<file path="src/rtl/sbox_sched_pkg.sv">
// Shared types and constants for the time-multiplexed SubBytes engine.
// Byte order throughout: byte 0 is the most significant byte of a word.
package sbox_sched_pkg;

  typedef enum logic [1:0] {IDLE, ST_RUN, KS_RUN} state_e;

  localparam int SBOX_LANES = 4;
  localparam int ST_BEATS   = 4;
  localparam int BYTE_W     = 8;

  // AES forward S-box, entry 0x00 in the top byte
  localparam logic [2047:0] SBOX_FLAT = {
    128'h637c777bf26b6fc53001672bfed7ab76, 128'hca82c97dfa5947f0add4a2af9ca472c0,
    128'hb7fd9326363ff7cc34a5e5f171d83115, 128'h04c723c31896059a071280e2eb27b275,
    128'h09832c1a1b6e5aa0523bd6b329e32f84, 128'h53d100ed20fcb15b6acbbe394a4c58cf,
    128'hd0efaafb434d338545f9027f503c9fa8, 128'h51a3408f929d38f5bcb6da2110fff3d2,
    128'hcd0c13ec5f974417c4a77e3d645d1973, 128'h60814fdc222a908846eeb814de5e0bdb,
    128'he0323a0a4906245cc2d3ac629195e479, 128'he7c8376d8dd54ea96c56f4ea657aae08,
    128'hba78252e1ca6b4c6e8dd741f4bbd8b8a, 128'h703eb5664803f60e613557b986c11d9e,
    128'he1f8981169d98e949b1e87e9ce5528df, 128'h8ca1890dbfe6426841992d0fb054bb16
  };

  function automatic logic [BYTE_W-1:0] lane_byte(input logic [31:0] w, input int i);
    return w[31-BYTE_W*i -: BYTE_W];
  endfunction

endpackage

</file>
<file path="src/rtl/sbox.sv">
// Single AES forward S-box lane, combinational table lookup.
module sbox
  import sbox_sched_pkg::*;
(
  input  logic [7:0] a_i,
  output logic [7:0] y_o
);

  // entry x lives at bit offset (255-x)*8, and ~x == 255-x for 8 bits
  assign y_o = SBOX_FLAT[{~a_i, 3'b000} +: 8];

endmodule

</file>
<file path="src/rtl/sbox_sched_word.sv">
// sbox_word: SBOX_LANES S-box lanes mapping one 32-bit word, purely combinational.
module sbox_word
  import sbox_sched_pkg::*;
(
  input  logic [31:0] w_i,
  output logic [31:0] w_o
);

  for (genvar g = 0; g < SBOX_LANES; g++) begin : g_lane
    sbox u_sbox (
      .a_i (lane_byte(w_i, g)),
      .y_o (w_o[31-BYTE_W*g -: BYTE_W])
    );
  end

endmodule

</file>
<file path="src/rtl/sbox_sched.sv">
// Shares one sbox_word between the round datapath (4 beats) and key schedule (1 beat).
// Define SBOX_SCHED_RR_EN for round-robin arbitration; default is key-over-state priority.
module sbox_sched
  import sbox_sched_pkg::*;
(
  input  logic         clk,
  input  logic         rst,
  input  logic         st_req,
  input  logic [127:0] st_in,
  output logic         st_ack,
  output logic         st_done,
  output logic [127:0] st_out,
  input  logic         ks_req,
  input  logic [31:0]  ks_in,
  output logic         ks_ack,
  output logic         ks_done,
  output logic [31:0]  ks_out,
  output logic         busy
);

  state_e       state_q, state_d;
  logic [1:0]   beat_q, beat_d;
  logic [127:0] in_q, in_d, st_out_q, st_out_d;
  logic [31:0]  kw_q, kw_d, ks_out_q, ks_out_d;
  logic [31:0]  lane_in, lane_out;
  logic         st_done_q, st_done_d, ks_done_q, ks_done_d;
  logic         st_ack_c, ks_ack_c, grant_st, grant_ks;

`ifdef SBOX_SCHED_RR_EN
  logic last_st_q, last_st_d;
  // on a tie, key wins only if state was granted last
  assign grant_ks = ks_req & (~st_req | last_st_q);

  always_comb begin
    last_st_d = last_st_q;
    if (ks_ack_c)      last_st_d = 1'b0;
    else if (st_ack_c) last_st_d = 1'b1;
  end

  always_ff @(posedge clk or posedge rst) begin
    if (rst) last_st_q <= 1'b1;
    else     last_st_q <= last_st_d;
  end
`else
  assign grant_ks = ks_req;
`endif
  assign grant_st = st_req & ~grant_ks;

  always_comb begin
    lane_in = kw_q;
    if (state_q == ST_RUN) begin
      for (int b = 0; b < ST_BEATS; b++)
        if (beat_q == b[1:0]) lane_in = in_q[127-32*b -: 32];
    end
  end

  sbox_word u_word (
    .w_i (lane_in),
    .w_o (lane_out)
  );

  always_comb begin
    state_d   = state_q;
    beat_d    = beat_q;
    in_d      = in_q;
    kw_d      = kw_q;
    st_out_d  = st_out_q;
    ks_out_d  = ks_out_q;
    st_done_d = 1'b0;
    ks_done_d = 1'b0;
    st_ack_c  = 1'b0;
    ks_ack_c  = 1'b0;
    case (state_q)
      IDLE: begin
        if (grant_ks) begin
          kw_d     = ks_in;
          ks_ack_c = 1'b1;
          state_d  = KS_RUN;
        end else if (grant_st) begin
          in_d     = st_in;
          st_ack_c = 1'b1;
          beat_d   = 2'd0;
          state_d  = ST_RUN;
        end
      end
      ST_RUN: begin
        for (int b = 0; b < ST_BEATS; b++)
          if (beat_q == b[1:0]) st_out_d[127-32*b -: 32] = lane_out;
        beat_d = beat_q + 2'd1;
        if (beat_q == 2'(ST_BEATS - 1)) begin
          state_d   = IDLE;
          st_done_d = 1'b1;
        end
      end
      KS_RUN: begin
        ks_out_d  = lane_out;
        ks_done_d = 1'b1;
        state_d   = IDLE;
      end
      default: state_d = IDLE;
    endcase
  end

  always_ff @(posedge clk or posedge rst) begin
    if (rst) begin
      state_q   <= IDLE;
      beat_q    <= 2'd0;
      in_q      <= '0;
      kw_q      <= '0;
      st_out_q  <= '0;
      ks_out_q  <= '0;
      st_done_q <= 1'b0;
      ks_done_q <= 1'b0;
    end else begin
      state_q   <= state_d;
      beat_q    <= beat_d;
      in_q      <= in_d;
      kw_q      <= kw_d;
      st_out_q  <= st_out_d;
      ks_out_q  <= ks_out_d;
      st_done_q <= st_done_d;
      ks_done_q <= ks_done_d;
    end
  end

  // acks are combinational from IDLE; keep them quiet while reset is held
  assign st_ack  = st_ack_c & ~rst;
  assign ks_ack  = ks_ack_c & ~rst;
  assign st_done = st_done_q;
  assign ks_done = ks_done_q;
  assign st_out  = st_out_q;
  assign ks_out  = ks_out_q;
  assign busy    = (state_q != IDLE);

endmodule

</file>
<file path="config.mk">
export PLATFORM = sky130hd
export DESIGN_NAME = sbox_sched
export DESIGN_NICKNAME = d
export VERILOG_FILES = /design/src/rtl/sbox_sched_pkg.sv /design/src/rtl/sbox.sv /design/src/rtl/sbox_sched_word.sv /design/src/rtl/sbox_sched.sv
export SDC_FILE = /design/constraint.sdc
export NUM_CORES = 2
export LEC_CHECK = 0
export ABC_AREA = 1
export BUFFER_PORTS_ARGS = -buffer_cell sky130_fd_sc_hd__buf_2
export CAP_MARGIN = 20
export CORE_MARGIN = 5
export CORE_UTILIZATION = 40
export CTS_CLUSTER_SIZE = 40
export DETAILED_ROUTE_END_ITERATION = 10
export GPL_ROUTABILITY_DRIVEN = 1
export PLACE_DENSITY = 0.6
export SYNTH_ARGS = -nofsm -noshare
export SYNTH_HDL_FRONTEND = slang
export SYNTH_HIERARCHICAL = 1
export SYNTH_SLANG_ARGS = --single-unit
</file>
<file path="constraint.sdc">
create_clock -name clk -period 14.1 [get_ports clk]
set_input_delay 2.115 -clock clk [delete_from_list [all_inputs] [get_ports clk]]
set_output_delay 2.115 -clock clk [all_outputs]
set_load 0.05 [all_outputs]
</file>
==> results.cfg <==
[die]
die_y_um = 264
coreArea_mm2 = 0.0641
design.die.area_mm2 = 0.0695
row_count = 93
start_util_pct = 40.1
die_x_um = 264
ios = 329

[finish]
area_growth_pct = 11.6
drive_gt1_share_pct = 11.4
design_area_mm2 = 0.0287
nets = 4587

[synth]
synth_top_family_by_area = simple AND/OR/NAND/NOR gates
synth_compound_area_share_pct = 9.94
synth_edf_count = 0
synthSimpleGateAreaFrac_pct = 44.3
synth_fa_ha_area_share_pct = 3.16
async_flop_share_pct = 100
syn_inst = 4217
synth_xor_xnor_area_share_pct = 0
yosysWarnings = 6
syn-cell-area_mm2 = 0.0257
syn_area_per_cell_um2 = 6.10
ys.flop_type = dfrtp_1
ys_types = 27
ys_ff_latch = 326
muxShareOfSynthArea_pct = 0
syn-num-nets = 4446
seq_area_frac_synth_pct = 31.7

[worst_setup_path]
critPathMaxFanout = 62
startpoint_type = input pin
worstSetupEndpointType = primary output
cp.buffers_inverters = 3
crit_path_top_delay_cell = nand3_4
cp_top_family = simple AND/OR/NAND/NOR gates
cp.depth = 5
arrival_ps = 3310
r2r_cells = 21
path_class = in -> out
path_cells = buf_2 > inv_1 > nand3_4 > nor2_1 > buf_2
critPathMaxStageDelay_ps = 480
cp_common_cell = buf_2
worst_ep_required_time_ps = 11980

[clocking]
hold_buffers = 0
cts_tree = done
cts.clk_slew.worst_paths_ps = 60
cts_inserted_buffers = 40
clk_latency_ps = 590
cts_resized = 0
cts.path.max_buffers = 3
cts_htree_levels = 2
cts_root_buf = clkbuf_16
postCtsSetupRepairBufs = 0
clkSinkCount = 326

[grt]
met1_usage_pct = 46.1
grt_pass1_wl_um = 176000
met2_usage_pct = 47.3
use_met3_pct = 6.18
grt_max_degree = 157
antenna_found_initial = 5
grt_overflow = 0
busiest_layer = met2
grt_pass1_vias = 28041
grt_use_total_pct = 32.1

[timing]
maxSlewViolCount = 0
setup_viol = 0
rsz0062_at_grt = no
period_minus_slack_ps = 5430
setup_tns_ps = 0
max_freq_ghz = 0.184
fin_ws_ps = 8670
skew_ps = 30.2
worst_slew_pin_slew_ps = 1060
finalHoldViolations = 0
period_share_pct = 38.5
relSlewSlack_pct = 29.3

[routing]
dr.pass1.iters = 7
wire_per_inst_um = 22.3
vias_per_cell = 5.73
vias = 30089
detail_route.iter0.violations = 4357
totalWireLength_um = 117000
antenna_left = 0
drcViolationCount = 0

[placed_design]
io_buffers = 328
post-place-ws_ps = 8680
dpl_cell_area_mm2 = 0.0274
place_congestion = 1.03
dp_hpwl_um = 82400

[worst_hold_path]
hold_depth = 2
min_path_type = reg -> reg

[flow_run]
cap_violations = 0

[run_status]
status = complete, no violations
[metrics by stage]
step | instances | util [%] | hold WS (ps)
after global routing | 5246 | 44.8 | 496
after detailed placement | 5171 | 42.7 | 468
final | 5248 | 44.8 | 478
after floorplan | 4217 | - | 453
after CTS | 5244 | 44.8 | 482
after global placement | 5171 | 42.7 | 463
[worst reg2reg max path, cell delays in order, from the launching register on]
cell     delay (ps)
dfrtp_1         410
inv_1           110
ha_1            210
inv_1           420
buf_4           340
nand2_1          80
nand3_1          70
nand2_1          50
nand2_1          50
nand2_1         310
inv_1           460
ha_1            520
inv_1           110
nand2_1         330
nand3_1         390
nand3_1         200
nand3_1         100
nand3_1         110
nand3_1         140
nand2_1         210
inv_1           130
o21ai_0         170
[cells by family after synthesis]
logic type                 after synthesis
and+or+nand+nor                       2689
adders and majority gates               65
DFF                                    326
AOI/OAI and AO/OA                      501
buffers and inverters                  636
[synth_stat cells, drive strengths merged, types with 6 or more instances]
library cell  instances  share of area [%]
o21ai               329                6.4
nand3               919                 18
o211ai                8               0.23
clkbuf               40               0.58
a31oi                12               0.29
nor2                264                4.0
ha                   65                3.2
inv                 353                5.2
buf                 237                5.0
clkinv                6              0.088
dfrtp               326                 32
a21oi               152                3.0
nand4                20               0.49
nand2              1474                 22
[final timing paths]
check,end,startpoint,slack (ps)
hold reg to reg,ks_out[2]$_DFFE_PP0P_,ks_out[2]$_DFFE_PP0P_,480
setup reg to reg,st_out[31]$_DFFE_PP0P_,beat_q[0]$_DFFE_PP0P_,9080
setup / recovery,st_ack,ks_req,8670
max in group asynchronous,st_out[87]$_DFFE_PP0P_,rst,10190
min in group asynchronous,in_q[65]$_DFFE_PP0P_,rst,1660
hold / removal,ks_out[2]$_DFFE_PP0P_,ks_out[2]$_DFFE_PP0P_,480
[routing by layer]
metal / wire length (um) / up-vias
met5: 28 / -
met4: 5680 / 4
met3: 12600 / 328
met2: 49400 / 1917
met1: 49400 / 13905
li1: - / 13935
[layout by cell type (no fill, tap or decap), types with 6 or more instances in the layout]
cell type	synthesis	routed
nand2_1	1458	1449
nand3_1	918	918
inv_1	339	337
buf_2	173	328
dfrtp_1	326	326
nor2_1	254	254
o21ai_0	192	192
a21oi_1	148	148
o21ai_1	137	137
ha_1	65	62
buf_4	26	47
clkbuf_16	0	40
nand2_2	16	25
nand4_1	20	20
inv_2	14	15
a31oi_1	12	12
nor2_2	9	9
clkbuf_1	40	9
clkinv_2	0	8
clkbuf_8	0	8
o211ai_1	8	8
clkinv_1	6	6
[registers in the layout (all words and copies together), names as in the netlist]
register / cells
ks_done: 1
st_done: 1
st_out: 128
kw_q: 32
state_q: 2
beat_q: 2
in_q: 128
ks_out: 32
[cell type report]
type / instances / area (um^2)
antenna: 4 / 10.0
clock inverter: 16 / 149
tap: 855 / 1070
clock buffer: 57 / 1140
sequential: 326 / 8160
inverter: 359 / 1360
fill: 6980 / 35400
timing repair buffer: 376 / 2010
multi-input combinational: 3255 / 14800
Power is left out: the tool's default activity adds up to more than one toggle a clock period on the data nets, which glitch-free logic cannot reach.
